File: config.mk
export PLATFORM = sky130hd
export DESIGN_NAME = async_fifo_reader
export DESIGN_NICKNAME = d
export VERILOG_FILES = /design/src/rtl/async_fifo_reader.sv
export SDC_FILE = /design/constraint.sdc
export NUM_CORES = 1
export LEC_CHECK = 0
export CORE_MARGIN = 2
export CORE_UTILIZATION = 31
export DETAILED_ROUTE_END_ITERATION = 7
export PLACE_DENSITY_LB_ADDON = 0.05
export SYNTH_ARGS = -nofsm -noshare
export SYNTH_HDL_FRONTEND = slang
export SYNTH_SLANG_ARGS = --single-unit
File: constraint.sdc
create_clock -name r_Clk -period 2.15 [get_ports r_Clk]
set_clock_uncertainty 0.2 [all_clocks]
set_input_delay 0.215 -clock r_Clk [delete_from_list [all_inputs] [get_ports r_Clk]]
set_output_delay 0.215 -clock r_Clk [all_outputs]
set_load 0.02 [all_outputs]
File: src/rtl/async_fifo_reader.sv
// ============================================================================
// async_fifo_reader
// ----------------------------------------------------------------------------
// Read-side drain controller for the async FIFO. Everything in this module runs
// in the read clock domain. The block watches the FIFO empty flag and pulses
// r_Inc to pop the FIFO. It packs words_Per_Beat consecutive words into one wide
// beat and offers that beat downstream on a valid/ready handshake. Popping stops
// while downstream applies back-pressure.
//
// Optional feature (compile-time macro READ_CHECK_EN):
//   When defined, every popped word is compared with an expected incrementing
//   count. A mismatch sets the sticky seq_Err flag.
//   When undefined, there is no expectation register and seq_Err is tied low.
//
// Parameters
//   data_Size       width of one FIFO word
//   words_Per_Beat  FIFO words packed per output beat (must be >= 2)
//   cnt_Size        width of beat_Count
//
// Ports
//   r_Clk       in   read clock
//   r_Rst       in   asynchronous, active-high reset
//   fifo_Empty  in   FIFO empty flag, already synchronised to r_Clk
//   read_Data   in   FIFO head word, valid while fifo_Empty=0
//   r_Inc       out  pop strobe to the FIFO
//   flush       in   synchronous discard of the partial and the presented beat
//   out_Data    out  packed beat; the first popped word sits in lane 0 (LSBs)
//   out_Valid   out  beat available
//   out_Ready   in   downstream accepts the beat
//   beat_Count  out  number of beats accepted downstream; wraps around
//   seq_Err     out  sticky sequence-check error
// ============================================================================
module async_fifo_reader #(
    parameter int data_Size      = 8,
    parameter int words_Per_Beat = 4,
    parameter int cnt_Size       = 16
) (
    input  logic                                r_Clk,
    input  logic                                r_Rst,
    input  logic                                fifo_Empty,
    input  logic [data_Size-1:0]                read_Data,
    output logic                                r_Inc,
    input  logic                                flush,
    output logic [data_Size*words_Per_Beat-1:0] out_Data,
    output logic                                out_Valid,
    input  logic                                out_Ready,
    output logic [cnt_Size-1:0]                 beat_Count,
    output logic                                seq_Err
);

    localparam int BW = data_Size * words_Per_Beat;
    localparam int CW = (words_Per_Beat > 2) ? $clog2(words_Per_Beat) : 1;
    localparam int NL = words_Per_Beat - 1;   // lanes held in the accumulator
    localparam logic [CW-1:0] LAST = CW'(words_Per_Beat - 1);

    typedef enum logic {
        ACCUM   = 1'b0,
        PRESENT = 1'b1
    } state_t;

    state_t               state_q, state_d;
    logic [CW-1:0]        cnt_q, cnt_d;
    logic [data_Size-1:0] acc_q [NL];
    logic [BW-1:0]        out_data_q;
    logic [cnt_Size-1:0]  beat_cnt_q;

    logic                 valid_w;
    logic                 pop;
    logic                 last_pop;
    logic                 accept;
    logic [NL-1:0]        lane_we;
    logic [BW-1:0]        beat_d;

    // ------------------------------------------------------------------
    // Handshake qualifiers
    // ------------------------------------------------------------------
    assign pop      = r_Inc;
    assign last_pop = pop && (cnt_q == LAST);
    // A flush in the same cycle discards the presented beat, so the beat
    // does not count as accepted.
    assign accept   = valid_w && out_Ready && !flush;

    // ------------------------------------------------------------------
    // Lane write enables and the beat image assembled from the accumulator
    // plus the word being popped this cycle. The completing word goes
    // straight into the top lane, so the final pop has zero extra latency.
    // ------------------------------------------------------------------
    genvar gi;
    generate
        for (gi = 0; gi < NL; gi++) begin : g_lane
            assign lane_we[gi] = pop && (cnt_q == CW'(gi));
            assign beat_d[gi*data_Size +: data_Size] = acc_q[gi];
        end
    endgenerate
    assign beat_d[NL*data_Size +: data_Size] = read_Data;

    // ------------------------------------------------------------------
    // FSM: state register
    // ------------------------------------------------------------------
    always_ff @(posedge r_Clk or posedge r_Rst) begin
        if (r_Rst) begin
            state_q <= ACCUM;
        end else begin
            state_q <= state_d;
        end
    end

    // ------------------------------------------------------------------
    // FSM: next-state logic
    // ------------------------------------------------------------------
    always_comb begin
        state_d = state_q;
        if (flush) begin
            state_d = ACCUM;
        end else begin
            case (state_q)
                ACCUM: begin
                    if (last_pop) begin
                        state_d = PRESENT;
                    end
                end
                PRESENT: begin
                    // A completing pop while the current beat is taken
                    // refills the output, so beats go back-to-back.
                    if (out_Ready) begin
                        state_d = last_pop ? PRESENT : ACCUM;
                    end
                end
                default: state_d = ACCUM;
            endcase
        end
    end

    // ------------------------------------------------------------------
    // FSM: outputs
    // Popping is allowed only when the output register is free or is being
    // drained this cycle. Reset and flush both block the pop at once, so
    // no word is lost during reset or flush.
    // ------------------------------------------------------------------
    always_comb begin
        valid_w = (state_q == PRESENT);
        r_Inc   = !r_Rst && !flush && !fifo_Empty && (!valid_w || out_Ready);
    end

    // ------------------------------------------------------------------
    // Word counter within the current beat
    // ------------------------------------------------------------------
    always_comb begin
        cnt_d = cnt_q;
        if (flush) begin
            cnt_d = '0;
        end else if (pop) begin
            cnt_d = last_pop ? '0 : (cnt_q + CW'(1));
        end
    end

    always_ff @(posedge r_Clk or posedge r_Rst) begin
        if (r_Rst) begin
            cnt_q <= '0;
        end else begin
            cnt_q <= cnt_d;
        end
    end

    // ------------------------------------------------------------------
    // Partial-beat accumulator. Stale lanes left behind by a flush are
    // harmless because every lane is rewritten before the next completing
    // pop reads it.
    // ------------------------------------------------------------------
    always_ff @(posedge r_Clk or posedge r_Rst) begin
        if (r_Rst) begin
            for (int i = 0; i < NL; i++) begin
                acc_q[i] <= '0;
            end
        end else begin
            for (int i = 0; i < NL; i++) begin
                if (lane_we[i]) begin
                    acc_q[i] <= read_Data;
                end
            end
        end
    end

    // ------------------------------------------------------------------
    // Output beat register. It loads only on a completing pop. In PRESENT
    // with out_Ready low no pop can happen, so the data stays stable.
    // ------------------------------------------------------------------
    always_ff @(posedge r_Clk or posedge r_Rst) begin
        if (r_Rst) begin
            out_data_q <= '0;
        end else if (last_pop) begin
            out_data_q <= beat_d;
        end
    end

    // ------------------------------------------------------------------
    // Accepted-beat counter. It wraps naturally and survives a flush.
    // ------------------------------------------------------------------
    always_ff @(posedge r_Clk or posedge r_Rst) begin
        if (r_Rst) begin
            beat_cnt_q <= '0;
        end else if (accept) begin
            beat_cnt_q <= beat_cnt_q + cnt_Size'(1);
        end
    end

    assign out_Data   = out_data_q;
    assign out_Valid  = valid_w;
    assign beat_Count = beat_cnt_q;

    // ------------------------------------------------------------------
    // Optional sequence checker. The expectation always follows the last
    // popped word, so after one bad word the checker resynchronises and
    // does not flag every later word.
    // ------------------------------------------------------------------
`ifdef READ_CHECK_EN
    logic [data_Size-1:0] exp_q;
    logic                 seq_err_q;

    always_ff @(posedge r_Clk or posedge r_Rst) begin
        if (r_Rst) begin
            exp_q     <= '0;
            seq_err_q <= 1'b0;
        end else if (pop) begin
            exp_q <= read_Data + data_Size'(1);
            if (read_Data != exp_q) begin
                seq_err_q <= 1'b1;
            end
        end
    end

    assign seq_Err = seq_err_q;
`else
    assign seq_Err = 1'b0;
`endif

endmodule

; ---- Yosys cells after proc, flatten, opt, wreduce, memory -nomap -nowiden
; Cells that the tools add are included.
[word_totals]
ff_bits = 75
input_bits = 13
wordCells = 36
out_inout_bits = 51
[classes]
n_mux = 7
addsub = 2
n_reduce_logical = 16
eq_ne = 3
bitwise_logic = 1
[op_table]
columns = operator, n
row1 = adder 16 x 1 -> 16 bit (second input constant), 1
row2 = logical AND 1 bit, 9
row3 = 2-to-1 mux 2 bit, 3
row4 = == test 2 bit (second input constant), 2
row5 = logical NOT 1 bit, 4
row6 = 2-to-1 mux 1 bit, 3
row7 = adder 2 x 1 -> 2 bit (second input constant), 1
row8 = == test 2 x 1 -> 1 bit (second input constant), 1
row9 = logical NOT 2 bit, 1
row10 = case mux 1 bit (2 select lines), 1
row11 = nonzero test 2 bit, 1
row12 = logical OR 1 bit, 1
row13 = NOT 1 bit, 1

; ---- Depth between registers and ports, before layout
[depth]
ltp_word = 9
depth_mapped = 6
depth_no_buf = 5

; ---- Worst setup path after synthesis
; OpenSTA, ideal clock, no wires.
[synth_path]
path_kind = register -> register
startpoint = reg beat_cnt_q[0] (netlist: beat_Count[0])
endpoint = reg beat_cnt_q[12] (netlist: beat_Count[12])
setup_ns = 0.080
arrival_ns = 1.681
path_buffers = 0
t_required_ns = 1.870
path_slack_ns = 0.189
path_stages_with_launch = 6
path_cell_list = dfrtp_1 ha_1 nand4b_4 or4_4 nor2_1 xor2_1
[synth_via]
elab_chain_cells = 1
[synth_lines]
columns = element, line
row1 = "start, declared", 65  ; logic [cnt_Size-1:0] beat_cnt_q;
row2 = "start signal, assigned", 203  ; beat_cnt_q <= beat_cnt_q + cnt_Size'(1);
row3 = adder 16 x 1 -> 16 bit, 203
; No other way between the ends.
; A chain may end at the register's enable or synchronous reset.

; ---- Worst setup path after layout
[layout_path]
startpoint = reg beat_cnt_q[1] (netlist: beat_Count[1])
endpoint = reg beat_cnt_q[12] (netlist: beat_Count[12])
; The elaborated chain is that of the path after synthesis.

==> impl_metrics.json <==
{
  "grt_pass1_wl_um": 10400,
  "drt-total-wl_um": 6120,
  "cts_made_buffers": 9,
  "initial_utilization_pct": 32.1,
  "gp_congestion": 0.690,
  "critical_path.startpoint_type": "register",
  "status": "finished clean",
  "worstPathCellList": "ha_1 -> nand4b_4 -> or4_4 -> nor2_1 -> xor2_1",
  "drtIter0Drc": 48,
  "ys_seq_area_share_pct": 59.6,
  "via_count": 1830,
  "rsz0062_at_grt": "no",
  "synth-async-reset-ratio_pct": 100,
  "viasPerCell": 4.36,
  "drt-wirelength-per-cell_um": 14.6,
  "hold_buffers": 0,
  "power_leakage_nw": 2.09,
  "synth_top_family_by_area": "multiplexers",
  "crit_slowest_cell": "or4_4",
  "synth-simple-area-share_pct": 7.39,
  "cts_tree": "built",
  "tns_ns": 0,
  "die_width_um": 105,
  "final_common_cell": "dfrtp_1",
  "core_mm2": 0.00982,
  "hold_viol": 0,
  "fin_crit_ns": 1.92,
  "grt_util_met3_pct": 4.12,
  "synth-warning-count": 0,
  "cp-startpoint": "beat_Count[1]$_DFFE_PP0P_",
  "worstSkewPairLatency_ns": 0.35,
  "clockBufferDepth": 2,
  "grt_util_met1_pct": 16.0,
  "layout_common_cells": "dfrtp_1, clkdlybuf4s50_1, mux2_4, mux2_2, clkbuf_8",
  "grt_max_degree": 76,
  "ys_types": 27,
  "drive_gt1_share_pct": 33.4,
  "area_growth_pct": 35.5,
  "post-dp-hpwl_um": 4140,
  "cp_max_fo": 5,
  "track_usage_pct": 12.0,
  "synth_adder_area_share_pct": 1.99,
  "first_pass_iters": 4,
  "grt_busiest_layer": "met2",
  "io_pins": 64,
  "numPortBuffers": 62,
  "vdd_drop_max_mv": 0.352,
  "cap_violations": 0,
  "yosys.area.top_type_share_pct": 59.6,
  "fillers": 922,
  "synth.net_count": 219,
  "synth_compound_area_share_pct": 0.159,
  "cts.clk_slew.worst_paths_ns": 0.09,
  "end_kind": "register",
  "synth_edf_count": 0,
  "slew_violations": 0,
  "holdCritPathClass": "input port to async pin",
  "fmax_ghz": 0.522,
  "synthMuxAreaShare_pct": 24.5,
  "syn_area_mm2": 0.00315,
  "syn_area_per_cell_um2": 15.7,
  "rrSetupSlack_ns": 0.23,
  "synth_cells": 201,
  "synthTopCellsByArea": "dfrtp_1, mux2_4, mux2_2",
  "ys.flop_type": "dfrtp_1",
  "power_mw": 2.96,
  "crit_end": "beat_Count[12]$_DFFE_PP0P_",
  "nNetsFinal": 300,
  "fp.dieArea_mm2": 0.0110,
  "r2r-start": "beat_Count[1]$_DFFE_PP0P_",
  "antenna_cells": 0,
  "clock_sinks": 75,
  "max_stage_delay_ns": 0.57,
  "worstPathArrival_ns": 1.99,
  "ys_ff_latch": 75,
  "setup_viol": 0,
  "num_rows": 36,
  "drc": 0,
  "finalCritPeriodShare_pct": 89.1,
  "reg2reg_depth": 5,
  "antenna_found_initial": 0,
  "grt_overflow": 0,
  "synth_xor_area_share_pct": 4.17,
  "worstSetupPathType": "register to register",
  "multi_input_comb_area_mm2": 0.00121,
  "yosys.area.top_type": "dfrtp_1",
  "r2r-end": "beat_Count[12]$_DFFE_PP0P_",
  "detail-route-antenna-nets": 0,
  "cts_root_buf": "clkbuf_8",
  "use_met2_pct": 18.5,
  "power_density_mw_per_mm2": 695,
  "die_h_um": 105,
  "worst_ep_required_time_ns": 2.22,
  "grt_pass1_vias": 1917,
  "regArea_mm2": 0.00188,
  "h-tree-depth": 3
}
## sequential cells by signal, summed over array words and instances, names as in the netlist
name / cells
out_Valid: 1
out_Data: 32
acc_q: 24
cnt_q: 2
beat_Count: 16
## power breakdown
part	total, mW	internal [mW]	switching [mW]	leakage, nW
clock network	1.27	0.700	0.565	0.118
logic	0.178	0.101	0.0763	0.950
registers	1.52	1.48	0.0377	1.02
## repair_timing
action	CTS	global route
buffers inserted	0	0
setup endpoints to repair	1	0
resized for setup	1	0
## routing by layer
layer,share of wire [%],up-vias
met5,0,-
li1,-,862
met2,47,43
met3,4.1,5
met4,1.1,0
met1,48,920
## logic make-up after synthesis
family | Yosys count
DFF | 75
muxes | 59
and+or+nand+nor | 36
xor gates and xnor gates | 15
buffers and inverters | 9
adders and majority gates | 5
other | 1
AOI/OAI and AO/OA | 1
## worst max-delay path: cells and delay by family (launching register included)
kind          cells  cell delay, ns
simple gates      3            0.83
flops             1            0.42
fa+ha+maj         1            0.24
xor+xnor          1            0.14
## how the worst min path moves through the flow
| stage | startpoint | end | slack, ns |
|---|---|---|---|
| floorplan | flush | out_Valid$_DFF_PP0_ | 0.08 |
| global placement | beat_Count[15]$_DFFE_PP0P_ | beat_Count[15]$_DFFE_PP0P_ | 0.26 |
| detailed placement | beat_Count[15]$_DFFE_PP0P_ | beat_Count[15]$_DFFE_PP0P_ | 0.27 |
| CTS | beat_Count[15]$_DFFE_PP0P_ | beat_Count[15]$_DFFE_PP0P_ | 0.29 |
| global route | beat_Count[15]$_DFFE_PP0P_ | beat_Count[15]$_DFFE_PP0P_ | 0.30 |
| finish | r_Rst | beat_Count[0]$_DFFE_PP0P_ | 0.26 |
## synth_stat cells (all sizes together), types with 2 or more instances
cell type / n
nor2: 9
buf: 5
xnor2: 8
mux2i: 2
ha: 5
nand2: 10
inv: 4
xor2: 7
nand3: 5
dfrtp: 75
mux2: 57
nand4: 3
## final cells by class
| class | count | share of cell area [%] |
|---|---|---|
| inverters | 4 | 0.440 |
| clock buffers | 10 | 3.22 |
| multi-input cells | 117 | 28.3 |
| clock inverters | 6 | 2.23 |
| repair buffers | 75 | 18.0 |
| well taps | 133 | 3.90 |
| flip-flops and latches | 75 | 44.0 |
## stage by stage
step / cell area (µm²) / worst slack (ns) / utilization (%) / hold WS [ns] / instances
after CTS: 4270 / 0.215 / 43.5 / 0.287 / 420
after floorplan: 3150 / 0.189 / - / 0.0781 / 201
after detailed placement: 4040 / -0.0433 / 41.1 / 0.275 / 404
after global routing: 4270 / 0.120 / 43.5 / 0.301 / 420
final: 4270 / 0.234 / 43.5 / 0.264 / 420
after global placement: 4040 / -0.0371 / 41.1 / 0.265 / 404
Note: power is estimated with default switching activity, not from simulation.
